--- src/rtl/mem_fifo.sv ---
// Single-clock FIFO with registered read port and count-decoded flags.
// MEM_FIFO_CLEAR_ON_RESET_EN: reset also zeroes every storage word.
module mem_fifo #(
  parameter int DATA_WIDTH = 8,
  parameter int ADDR_WIDTH = 3,
  parameter int RAM_DEPTH  = 1 << ADDR_WIDTH
) (
  input  logic                  clk,
  input  logic                  reset,
  input  logic                  REnable_i,
  input  logic                  WEnable_i,
  input  logic [DATA_WIDTH-1:0] Data_i,
  output logic [DATA_WIDTH-1:0] Data_o,
  output logic                  Empty_o,
  output logic                  Full_o
);

  localparam logic [ADDR_WIDTH:0] DEPTH =
    (ADDR_WIDTH+1)'(RAM_DEPTH);
  localparam logic [ADDR_WIDTH-1:0] LAST =
    ADDR_WIDTH'(RAM_DEPTH - 1);

  logic [DATA_WIDTH-1:0] mem [RAM_DEPTH];
  logic [ADDR_WIDTH-1:0] wr_ptr;
  logic [ADDR_WIDTH-1:0] rd_ptr;
  logic [ADDR_WIDTH:0]   count;
  logic                  wr_acc;
  logic                  rd_acc;

  assign Empty_o = (count == '0);
  assign Full_o  = (count == DEPTH);
  assign wr_acc  = WEnable_i & ~Full_o;
  assign rd_acc  = REnable_i & ~Empty_o;

  // Storage kept apart from control state so it can map to RAM.
  always_ff @(posedge clk) begin
`ifdef MEM_FIFO_CLEAR_ON_RESET_EN
    if (reset) begin
      for (int i = 0; i < RAM_DEPTH; i++)
        mem[i] <= '0;
    end else
`endif
    if (wr_acc)
      mem[wr_ptr] <= Data_i;
  end

  always_ff @(posedge clk) begin
    if (reset) begin
      wr_ptr <= '0;
      rd_ptr <= '0;
      count  <= '0;
      Data_o <= '0;
    end else begin
      if (wr_acc)
        wr_ptr <= (wr_ptr == LAST) ? '0 : wr_ptr + 1'b1;
      if (rd_acc) begin
        rd_ptr <= (rd_ptr == LAST) ? '0 : rd_ptr + 1'b1;
        Data_o <= mem[rd_ptr];
      end
      if (wr_acc && !rd_acc)
        count <= count + 1'b1;
      else if (rd_acc && !wr_acc)
        count <= count - 1'b1;
    end
  end

endmodule

--- config.mk ---
export PLATFORM = sky130hd
export DESIGN_NAME = mem_fifo
export DESIGN_NICKNAME = d
export VERILOG_FILES = /design/src/rtl/mem_fifo.sv
export SDC_FILE = /design/constraint.sdc
export NUM_CORES = 1
export LEC_CHECK = 0
export CORE_UTILIZATION = 50
export DETAILED_ROUTE_END_ITERATION = 16
export GPL_ROUTABILITY_DRIVEN = 0
export GPL_TIMING_DRIVEN = 0
export PLACE_DENSITY = 0.69
export SYNTH_ARGS = -nofsm -noshare
export SYNTH_HDL_FRONTEND = slang
export SYNTH_SLANG_ARGS = --single-unit
--- constraint.sdc ---
create_clock -name clk -period 3.1 [get_ports clk]
set_input_delay 0.62 -clock clk [delete_from_list [all_inputs] [get_ports clk]]
set_output_delay 0.62 -clock clk [all_outputs]
set_load 0.02 [all_outputs]
==> impl_summary.md, run 1 <==
Pwr
IR analysis of the VDD net gives a maximum drop of around 0.51 mV. In this run the power density over the cells is 757 nW/um2. Total power for the finished layout comes to approximately 0.0029 W. The leakage power total is 1.30 nW.

Yosys
The simple-gate portion of the synthesized area is 0.0844. Of the post-synthesis cell area, the dominant cell type holds 0.581. The synthesis warning total is 0. A synthesized cell averages ~17 um2. The cell count after synthesis is about 200. The complex-gate fraction of the synthesized area came to 0.0378. The post-synthesis instance area is between 3000 and 4000 um2.

Ranked by total cell area, the synthesized netlist is headed by sky130_fd_sc_hd__edfxtp_1 (58%), sky130_fd_sc_hd__dfxtp_1 (11%), sky130_fd_sc_hd__mux4_1 (9.5%). After synthesis the netlist holds a flip-flop and latch count of 82. The part of the Yosys area used for sequential elements is 0.690. The XOR/XNOR share of the synthesized area is 0.00530. The library cell with the largest summed area after synthesis is sky130_fd_sc_hd__edfxtp_1. The total nets after synthesis is between 200 and 250.

After synthesis, the largest family of logic cells by area is multiplexers. The number of distinct standard cells referenced by the synthesized netlist is 30. Of the total synthesized cell area, the portion taken by full adders, half adders and majority gates is 0.0325. The multiplexer area fraction after synthesis is 0.129.

Clock tree
In this run, CTS created clock tree buffers numbering 9. TritonCTS built the clock tree. The clock passes through at most 2 buffers. In this run the number of H-tree levels came out at 3. The register clock-pin slew on the reported worst setup and hold paths is around 0.080 ns.

In this run, post-CTS hold repair placed 0 buffers. The post-CTS setup-driven buffer insertion count is 0. The clock insertion delay at the later pin of the skew report is roughly 0.35 ns. The number of gates resized after CTS was 0. The clock drives slightly above 80 sinks. CTS placed an instance of sky130_fd_sc_hd__clkbuf_8 at the clock tree root.

Route
The number of remaining DRC errors is 0. The detail route stage leaves a number of antenna-violating nets equal to 0. The detail-routed net length per standard cell is roughly 18 um. The detailed router finished its first iteration with between 70 and 80 violations. The routed design has roughly 5.6 mm of wire. The vias after detailed routing is 1786. The total iterations of the first detailed-routing run is 4. After detailed routing, the number of vias per cell comes to 5.72.

Timing
In the final timing run, aggregate negative setup slack is 0 ns. Between clock sinks in the finished design, the worst skew comes to about 0.009 ns. At the pin with the least slew margin, the transition time is about 0.86 ns. The final number of max-transition violations is 0. The final hold violation count was 0. The worst path meets setup with between 0.2 and 0.3 ns of slack. Setup violations remaining at the end of the flow were counted as 0. The final critical-path share of the clock period is 0.911.

Measured against its own limit, the worst slew margin works out to 0.427. Setup repair after global routing left no endpoint under its margin. Timing would allow up to ~350 MHz. The worst path needs around 2.8 ns of the cycle, external delays included.

Die
The vertical extent of the die is roughly 83 um. During I/O placement, the number of pins put on the boundary was 22. The number of rows created at floorplan is 29. Measured along the x axis, the die boundary spans roughly 83 um. The die covers slightly below 7000 um2. The starting utilization of the core area is 0.521. The area of the core is around 6300 um2.

GRT
The via count of the first global-routing pass is 1718. The most crowded layer after global routing is met2. In the global route stage, met1 resource usage came out at 0.247. The met2 usage in global routing is 0.282. The number of antenna violations at the first check in global routing came to 0. Entering global routing, the biggest net connects 13 pins.

The total routing resource utilization after global routing is 0.181. The total congestion overflow after global routing is 0. The met3 track utilization from global routing is 0.0616. The first global-routing pass estimated a little over 9 mm of wire.

Critical path
The critical path is of the primary input to flip-flop type. The longest individual stage delay on the worst path is 0.44 ns. The family of cells with the greatest summed delay on the critical path is buffers and inverters. The start of the worst register-to-register path is count[0]. The setup check on the worst reg-to-reg path leaves a slack of 0.36 ns. The slowest cell on the critical path is sky130_fd_sc_hd__clkdlybuf4s50_1. The worst setup path is launched from a primary input. The endpoint kind of the worst setup timing path is a flip-flop. Along the worst path, the maximum fanout reaches 9. The count of cells along the worst register-to-register path is 11. Walking the worst path, the cells encountered are clkdlybuf4s50_1 > a21bo_2 > buf_2 > inv_1 > ha_1 > inv_1 > ha_1 > a21oi_1 > a211oi_1 > a31oi_1 > mux2_2. The worst register-to-register path ends at count[3].

The arrival time of data at the critical path endpoint is around 3.1 ns. The count of buffering cells on the critical path with inverters included is 4. Data on the critical path is required at its endpoint by 3.34 ns.

Finish
In the final layout, the share of cells above drive strength 1 is 0.157. The final antenna diode count is 0. The number of nets in the layout is ~250. The share of the core filled with cells is 0.601. The area growth from synthesis to layout is 15.5%. The final instance area is around 3800 um2.

Place
The count of input and output buffers is 20. The post-DP HPWL is ~3.6 mm. OpenSTA, run right after detailed placement, puts the worst setup slack at -0.0431 ns.

The post-place instance area is between 3000 and 4000 um2.

Worst hold path
Along the worst hold path, the cell count comes to 2. The worst hold path class is flip-flop to flip-flop. The path with the worst hold slack has its endpoint at Data_o[7]. The worst hold path begins at Data_o[7].

Run
Across the run, the number of max-cap violations was 0.

Run status
The run finished with clean final reports.
synth_stat cells:
cell / number
sky130_fd_sc_hd__a21bo_2: 1
sky130_fd_sc_hd__xnor2_1: 1
sky130_fd_sc_hd__or3_1: 2
sky130_fd_sc_hd__nand3_1: 1
sky130_fd_sc_hd__mux2i_1: 1
sky130_fd_sc_hd__and2_1: 1
sky130_fd_sc_hd__dfxtp_1: 18
sky130_fd_sc_hd__nor2_1: 17
sky130_fd_sc_hd__buf_2: 4
sky130_fd_sc_hd__nor4_1: 2
sky130_fd_sc_hd__o22ai_1: 8
sky130_fd_sc_hd__nor3_2: 8
sky130_fd_sc_hd__o41a_1: 1
sky130_fd_sc_hd__fa_1: 1
sky130_fd_sc_hd__a211oi_1: 1
sky130_fd_sc_hd__buf_6: 2
sky130_fd_sc_hd__nor2b_1: 1
sky130_fd_sc_hd__inv_1: 3
sky130_fd_sc_hd__mux4_2: 4
sky130_fd_sc_hd__edfxtp_1: 64
sky130_fd_sc_hd__nand2b_1: 3
sky130_fd_sc_hd__mux4_1: 12
sky130_fd_sc_hd__xor2_1: 1
sky130_fd_sc_hd__mux2_2: 1
sky130_fd_sc_hd__a21oi_1: 8
sky130_fd_sc_hd__clkbuf_1: 4
sky130_fd_sc_hd__a31oi_1: 1
sky130_fd_sc_hd__nor3_1: 5
sky130_fd_sc_hd__nand2_1: 13
sky130_fd_sc_hd__ha_1: 7
cells by family (layout without fill, tap and decap cells):
logic type                 after synthesis  in the layout
AOI/OAI and AO/OA                       20             20
xor gates and xnor gates                 2              2
adders and majority gates                8              8
buffers and inverters                   13             52
DFF                                     82             82
muxes                                   18             18
and+or+nand+nor                         53             53
state kept, by name (all words and copies together), names as in the netlist:
signal	count
mem	64
wr_ptr	3
rd_ptr	3
count	4
Data_o	8
tightest hold or removal path, cell delays in order, from the launching register on:
cell and delay (ns):
sky130_fd_sc_hd__dfxtp_1 0.33, sky130_fd_sc_hd__nor2_1 0.05, sky130_fd_sc_hd__nor3_2 0.08
cell usage in the layout, fill, tap and decap left out:
master	n
sky130_fd_sc_hd__o41a_1	1
sky130_fd_sc_hd__ha_1	7
sky130_fd_sc_hd__mux2_2	1
sky130_fd_sc_hd__nor4_2	1
sky130_fd_sc_hd__nor4_1	1
sky130_fd_sc_hd__nand2b_1	3
sky130_fd_sc_hd__a21bo_2	1
sky130_fd_sc_hd__mux4_2	4
sky130_fd_sc_hd__clkinv_1	3
sky130_fd_sc_hd__buf_6	2
sky130_fd_sc_hd__a211oi_1	1
sky130_fd_sc_hd__edfxtp_1	64
sky130_fd_sc_hd__nor2_1	17
sky130_fd_sc_hd__clkinv_2	1
sky130_fd_sc_hd__a21oi_1	8
sky130_fd_sc_hd__nor3_1	4
sky130_fd_sc_hd__and2_1	1
sky130_fd_sc_hd__buf_4	4
sky130_fd_sc_hd__clkbuf_8	9
sky130_fd_sc_hd__a31oi_1	1
sky130_fd_sc_hd__nand3_1	1
sky130_fd_sc_hd__bufinv_16	1
sky130_fd_sc_hd__fa_1	1
sky130_fd_sc_hd__mux2i_1	1
sky130_fd_sc_hd__buf_2	4
sky130_fd_sc_hd__nor2b_1	1
sky130_fd_sc_hd__inv_1	3
sky130_fd_sc_hd__dfxtp_1	18
sky130_fd_sc_hd__nand2_1	13
sky130_fd_sc_hd__or3_1	2
sky130_fd_sc_hd__xor2_1	1
sky130_fd_sc_hd__o22ai_1	8
sky130_fd_sc_hd__nor3_2	9
sky130_fd_sc_hd__xnor2_1	1
sky130_fd_sc_hd__clkdlybuf4s50_1	20
sky130_fd_sc_hd__clkbuf_1	5
sky130_fd_sc_hd__mux4_1	12
cell type report:
cell class,instances,area [um2]
plain buffers,10,57.6
clock buffers,10,128
clock inverters,5,46.3
fillers,496,2530
inverters,3,11.3
multi-input cells,101,967
flip-flops and latches,82,2280
well taps,77,96.3
repair buffers,24,230
where the power goes:
group | switching (W) | internal [W] | total (W)
clock | 0.000348 | 0.000359 | 0.000707
combinational | 0.000415 | 0.000395 | 0.000811
sequential | 0.0000716 | 0.00130 | 0.00137
per-layer routing:
metal,vias up,wire (um)
li1,843,-
met1,895,2520
met2,39,2740
met3,9,273
met4,0,53
met5,-,0
how the worst max path moves through the flow:
stage / startpoint / end / slack (ns) / cells after the start
2_1_floorplan: WEnable_i / count[3] / 0.62 / 10
3_3_place_gp: WEnable_i / mem[0][7] / -0.37 / 4
3_5_place_dp: WEnable_i / count[3] / -0.04 / 11
4_1_cts: WEnable_i / count[3] / 0.33 / 11
5_1_grt: count[0] / count[3] / 0.14 / 11
6_report: WEnable_i / count[3] / 0.28 / 11
per-stage QoR:
stage	hold WS [ns]	std cells
2_1_floorplan	0.462	196
3_3_place_gp	0.473	293
3_5_place_dp	0.491	296
4_1_cts	0.506	311
5_1_grt	0.532	312
6_report	0.503	312
Power figures use the tool's default switching activity.
==> run 2, diff against run 1 <==
--- a/config.mk
+++ b/config.mk
@@ -6,6 +6,7 @@
 export NUM_CORES = 1
 export LEC_CHECK = 0
 export CORE_UTILIZATION = 50
+export CTS_BUF_LIST = sky130_fd_sc_hd__clkbuf_4 sky130_fd_sc_hd__clkbuf_8
 export DETAILED_ROUTE_END_ITERATION = 16
 export GPL_ROUTABILITY_DRIVEN = 0
 export GPL_TIMING_DRIVEN = 0
==> impl_summary.md, run 2 (same netlist as run 1, synthesis figures left out) <==
Timing
The final critical-path share of the clock period is 0.911. The maximum clock rate is between 300 and 400 MHz. In this run the tightest slew margin relative to its limit is 0.428. The final number of max-transition violations is 0. Setup repair after global routing left no endpoint under its margin. The smallest setup slack after layout is ~0.28 ns. Setup violations remaining at the end of the flow were counted as 0.

For the finished layout, the period the worst path requires is roughly 2.8 ns. The worst setup skew after layout is between 0.01 and 0.015 ns. The final hold violation count was 0.

At the pin with the least slew margin, the transition time is between 0.8 and 0.9 ns.

Pwr
The power per unit of standard cell area is between 700 and 800 nW/um2. The share of total power dissipated in sequential elements is 0.474. Of the total power, the clock network draws 0.246. IR analysis of the VDD net gives a maximum drop of 0.506 mV. The cell-internal power is just over 0.002 W. The leakage power total is approximately 1.3 nW.

The net switching fraction of the power is 0.288. The power spent charging and discharging nets is between 0.0008 and 0.0009 W. Of the total power, combinational logic draws 0.280.

Finish
The final instance area is around 3800 um2. The area growth from synthesis to layout is 15.6%. The register with the most flip-flops in the layout has 64 of them. The number of nets in the layout is roughly 250. Counting flops per register, the top entry is mem.

The number of standard cells in the layout, taps in and fillers out is 312. The library cells used most frequently in the layout, excluding fill and tap cells, are sky130_fd_sc_hd__edfxtp_1 (64), sky130_fd_sc_hd__clkdlybuf4s50_1 (20), sky130_fd_sc_hd__dfxtp_1 (18). The largest registers in the layout are mem x64, Data_o x8, count x4. The final antenna diode count is 0. The share of the core filled with cells is 0.602. In the final layout, the share of cells above drive strength 1 is 0.162. The library cell used most frequently in the layout, excluding fill and tap cells, is sky130_fd_sc_hd__edfxtp_1.

GRT
In the global route stage, met2 resource usage came out at 0.282. Summed over all layers, the global routing overflow is 0. The total routing resource utilization after global routing is 0.181. The number of antenna violations at the first check in global routing is 0. The maximum number of pins on one net before global-route repair is 13. The via count of the first global-routing pass came to 1718.

met2 is the most crowded layer. The met1 demand-to-capacity share in global routing is 0.247. The wire length of the first global-routing pass is about 9 mm. In the global route stage, met3 resource usage came out at 0.0616.

Clock tree
The clock insertion delay at the later pin of the skew report is 0.35 ns. The post-CTS setup-driven buffer insertion count is 0. The maximum number of buffers from clock root to sink is 2. The tree is rooted in a sky130_fd_sc_hd__clkbuf_8. The number of clock sinks seen by CTS is between 80 and 90. Clock tree synthesis inserted a total of 9 buffers. The post-cts gate resize count is 0. The number of hold buffers added after CTS was 0.

CTS built an H-tree with a depth of 3. The register clock-pin slew on the reported worst setup and hold paths is roughly 0.08 ns. The TritonCTS clock tree is done.

Die
The starting utilization of the core area is 0.521. The number of rows created at floorplan is 29. During I/O placement, the number of pins put on the boundary was 22. The overall die area is roughly 6900 um2.

In this run the vertical extent of the chip is between 80 and 90 um. Measured along the x axis, the die boundary spans roughly 83 um. The core region is around 6300 um2.

Route
After the first detailed-routing iteration, the DRC count stood at 76. The number of nets with antenna violations after detailed routing is 0. The number of vias per cell is between 5 and 6. The vias after detailed routing is 1774. The final routed wirelength across all metal layers is ~5.6 mm. The first TritonRoute pass finished after 4 iterations. The number of remaining DRC errors is 0. After detailed routing, the average wire length per cell comes to 18.0 um.

Place
The number of placed instances, taps included, is ~300. The worst setup slack before clock tree synthesis is -0.0431 ns. The post-place instance area is around 3600 um2. The post-DP HPWL is roughly 3.6 mm. The count of input and output buffers is 20.

Run status
The flow ran to the end, and the final reports show no timing, DRC or antenna violations.

Worst hold path
The tightest min-delay check is of the flip-flop to flip-flop type. The startpoint identified for the worst hold timing path is Data_o[7].

Critical path
The critical path contains buffers and inverters numbering 4 combined. The endpoint kind of the worst setup timing path is a flip-flop. For the worst setup path, the data arrival time is slightly above 3 ns. On the worst path, the slowest cell contributes a delay of 0.44 ns. The critical path starts at WEnable_i. The register-to-register path setup slack is 0.36 ns. By startpoint and endpoint, the worst setup path is classified as primary input to flip-flop. Data on the critical path is required at its endpoint by ~3.3 ns. The critical path startpoint category is a primary input. In this design, the largest share of critical-path delay is due to buffers and inverters. The signal on the critical path passes through clkdlybuf4s50_1 > a21bo_2 > buf_2 > inv_1 > ha_1 > inv_1 > ha_1 > a21oi_1 > a211oi_1 > a31oi_1 > mux2_2. The start of the worst register-to-register path is count[0]. The maximum fanout along the worst path is 9. The slowest cell on the critical path is sky130_fd_sc_hd__clkdlybuf4s50_1.

Run
The tool flagged a number of max-cap violations equal to 0.
[run 2: final timing paths]
path | cells after the start | end
max | 11 | count[3]
min | 2 | Data_o[7]
max reg2reg | 11 | count[3]
min reg2reg | 2 | Data_o[7]
[run 2: metal layers]
| metal | vias up | share of wire |
|---|---|---|
| met1 | 881 | 0.45 |
| met4 | 0 | 0.011 |
| met2 | 43 | 0.49 |
| met5 | - | 0 |
| met3 | 8 | 0.045 |
| li1 | 842 | - |
[run 2: power groups by stage]
| stage | combinational [W] | sequential [W] | clock [W] |
|---|---|---|---|
| 2_1_floorplan | 0.000514 | 0.00144 | 0 |
| 3_3_place_gp | 0.000794 | 0.00139 | 0 |
| 3_5_place_dp | 0.000812 | 0.00140 | 0 |
| 4_1_cts | 0.000819 | 0.00138 | 0.000727 |
| 5_1_grt | 0.000889 | 0.00139 | 0.000774 |
| 6_report | 0.000811 | 0.00137 | 0.000713 |
[run 2: worst register-to-register path: cells and delay by family (launching register included)]
kind | cells | cell delay (ns)
mux | 1 | 0.35
compound gates | 4 | 0.69
fa+ha+maj | 2 | 0.51
simple gates | 1 | 0.26
buf+inv | 3 | 0.43
flops | 1 | 0.39
[run 2: stage by stage]
step	hold slack, ns	TNS [ns]	total power, W
global placement	0.473	-4.13	0.00219
CTS	0.506	0	0.00292
global route	0.532	0	0.00305
detailed placement	0.491	-0.0431	0.00221
finish	0.503	0	0.00290
floorplan	0.462	0	0.00195
[run 2: layout make-up]
type / instances / area (um2)
plain buffers: 10 / 57.6
clock buffers: 10 / 131
clock inverters: 5 / 46.3
fillers: 495 / 2530
inverters: 3 / 11.3
multi-input cells: 101 / 967
flip-flops and latches: 82 / 2280
well taps: 77 / 96.3
repair buffers: 24 / 230
==> run 3, diff against run 2 <==
--- a/config.mk
+++ b/config.mk
@@ -5,12 +5,15 @@
 export SDC_FILE = /design/constraint.sdc
 export NUM_CORES = 1
 export LEC_CHECK = 0
-export CORE_UTILIZATION = 50
+export CELL_PAD_IN_SITES_DETAIL_PLACEMENT = 1
+export CELL_PAD_IN_SITES_GLOBAL_PLACEMENT = 2
+export CORE_UTILIZATION = 45
 export CTS_BUF_LIST = sky130_fd_sc_hd__clkbuf_4 sky130_fd_sc_hd__clkbuf_8
+export CTS_CLUSTER_SIZE = 30
 export DETAILED_ROUTE_END_ITERATION = 16
 export GPL_ROUTABILITY_DRIVEN = 0
 export GPL_TIMING_DRIVEN = 0
-export PLACE_DENSITY = 0.69
+export PLACE_DENSITY = 0.81
 export SYNTH_ARGS = -nofsm -noshare
 export SYNTH_HDL_FRONTEND = slang
 export SYNTH_SLANG_ARGS = --single-unit
==> impl_summary.md, run 3 (same netlist as run 1, synthesis figures left out) <==
Timing
The final critical-path share of the clock period is 0.916. The final-report setup violation count is 0. The smallest setup slack after layout is 0.260 ns. The final hold violation count is 0.

Across the routed clock network, the largest skew measured is 0.00819 ns. The final number of max-transition violations is 0. The tightest hold path in the finished design has a slack of slightly above 0.5 ns. For the pin with the worst max-slew slack, the measured transition is between 0.9 and 1 ns.

Measured against its own limit, the worst slew margin works out to 0.393. Setup repair after global routing left no endpoint under its margin. The clock period minus worst slack is 2.84 ns. Based on the critical path, the design can be clocked at up to 352 MHz.

Worst hold path
The tightest min-delay check is of the flip-flop to flip-flop type. The worst hold path begins at Data_o[3].

Finish
The register with the most flip-flops in the layout has between 60 and 70 of them. The largest registers in the layout are mem x64, Data_o x8, count x4. Leaving out fill and tap cells, the most frequent cell in the layout is sky130_fd_sc_hd__edfxtp_1. The number of standard cells in the layout, taps in and fillers out is between 300 and 400.

The signed area change from the synthesized netlist to the final layout is 17.5%. The share of final-layout standard cells stronger than drive strength 1 is 0.180. The final antenna diode count is 0. For this run, the post-layout net count is between 200 and 250. In the layout the commonest cells are sky130_fd_sc_hd__edfxtp_1 (64), sky130_fd_sc_hd__clkdlybuf4s50_1 (20), sky130_fd_sc_hd__dfxtp_1 (18). The register with the most flip-flops is mem.

Route
After the first detailed-routing iteration, the DRC count stood at around 100. The final layout contains routed wiring with a total length of between 6 and 7 mm. For this run, the detailed router's first-pass iteration total came to 4.

Across all layers, the routed design uses 1813 vias. The number of nets with antenna violations after detailed routing is 0. The number of vias per cell is around 5.5. The detail-routed net length per standard cell is between 15 and 20 um. For this run, design rule violations remaining after detail routing come to 0.

Critical path
STA classifies the critical path startpoint as a primary input. The arrival time of data at the critical path endpoint is around 3.1 ns. The launching element of the worst setup path is WEnable_i. The start of the worst register-to-register path is count[0]. The worst register-to-register path has a setup slack of 0.28 ns. The critical path class is primary input to flip-flop.

The maximum fanout along the worst path is 9. The worst setup path is captured at a flip-flop. The worst register-to-register path ends at count[3].

The count of cells along the worst register-to-register path is 11. At the worst endpoint, the required time is roughly 3.3 ns. The worst setup path endpoint is count[3].

GRT
The total routing resource utilization after global routing is 0.188. The via count of the first global-routing pass was between 1500 and 2000. The wire length of the first global-routing pass is approximately 10 mm.

Summed over all layers, the global routing overflow is 0. The number of antenna violations at the first check in global routing is 0. The maximum number of pins on one net before global-route repair is 16.

Die
The number of rows created at floorplan is 30. The die is ~88 um wide. The floorplan step defined a core boundary enclosing a little under 7000 um2. The I/O pin total is 22.

The initial utilization of the core area, before any placement, comes to 0.476. The die covers a little under 8000 um2. Measured along the y axis, the die boundary spans between 80 and 90 um.

Run status
The flow ran to the end, and the final reports show no timing, DRC or antenna violations.

Clock tree
The number of CTS-inserted buffers is 9. In this run the number of H-tree levels came out at 3. CTS saw a little over 80 sinks. After clock tree synthesis, the clock-pin slew on the worst setup and hold paths is around 0.090 ns. The maximum number of buffers from clock root to sink is 2.

The clock tree root driver cell is sky130_fd_sc_hd__clkbuf_8. Hold repair after CTS inserted 0 buffers. The clock insertion delay at the later pin of the skew report is around 0.34 ns.

The TritonCTS clock tree is done. Gates resized during post-CTS repair numbered 0. The post-CTS setup-driven buffer insertion count is 0.

Run
Across the run, the number of max-cap violations was 0.

Pwr
The overall power is between 0.003 and 0.004 W. In this run the static leakage power is ~1.3 nW. The power per unit of standard cell area is between 700 and 800 nW/um2.

The worst-case vdd ir drop is about 0.40 mV.

Place
Including well taps, the total number of placed cells is 313. Detailed placement finished with a half-perimeter wire length of 4.42 mm. Port buffering added 20 buffers. At the placement stage, the worst setup path has a slack of -0.189 ns.
==> run 3: stage by stage <==
step	TNS (ns)	instance area, um2	util
6_report	0	3880	0.559
5_1_grt	0	3880	0.559
4_1_cts	0	3870	0.557
3_5_place_dp	-2.02	3650	0.525
3_3_place_gp	-3.98	3630	0.522
2_1_floorplan	0	3310	-
==> run 3: final cells by class <==
cell class | count | area [um2]
Sequential cell | 82 | 2280
Buffer | 10 | 57.6
Clock inverter | 7 | 100
Multi-Input combinational cell | 101 | 982
Fill cell | 649 | 3060
Timing Repair Buffer | 21 | 208
Inverter | 3 | 11.3
Clock buffer | 9 | 124
Tap cell | 96 | 120
==> run 3: power by group <==
group	switching [W]	leakage [nW]	internal [W]	total (W)
sequential	0.0000788	0.729	0.00130	0.00138
clock	0.000388	0.114	0.000461	0.000849
combinational	0.000447	0.472	0.000394	0.000841
==> run 3: routing by layer <==
| layer | vias up | wire length (um) | GRT usage |
|---|---|---|---|
| li1 | 836 | - | - |
| met1 | 939 | 2940 | 0.239 |
| met2 | 34 | 3410 | 0.323 |
| met3 | 4 | 181 | 0.0311 |
| met4 | 0 | 36 | 0.0715 |
| met5 | - | 0 | 0 |
==> run 3: critical path, stage by stage <==
cell,delay [ns]
sky130_fd_sc_hd__clkdlybuf4s50_1,0.45
sky130_fd_sc_hd__a21bo_2,0.21
sky130_fd_sc_hd__buf_2,0.18
sky130_fd_sc_hd__inv_1,0.15
sky130_fd_sc_hd__ha_1,0.19
sky130_fd_sc_hd__inv_1,0.10
sky130_fd_sc_hd__ha_1,0.33
sky130_fd_sc_hd__a21oi_1,0.22
sky130_fd_sc_hd__a211oi_1,0.10
sky130_fd_sc_hd__a31oi_1,0.18
sky130_fd_sc_hd__mux2_2,0.35
==> run 3: worst min-delay path by stage <==
| stage | cells after the start | to |
|---|---|---|
| detailed placement | 2 | Data_o[3] |
| global route | 2 | Data_o[3] |
| CTS | 2 | Data_o[3] |
| global placement | 2 | rd_ptr[2] |
| finish | 2 | Data_o[3] |
| floorplan | 2 | rd_ptr[2] |
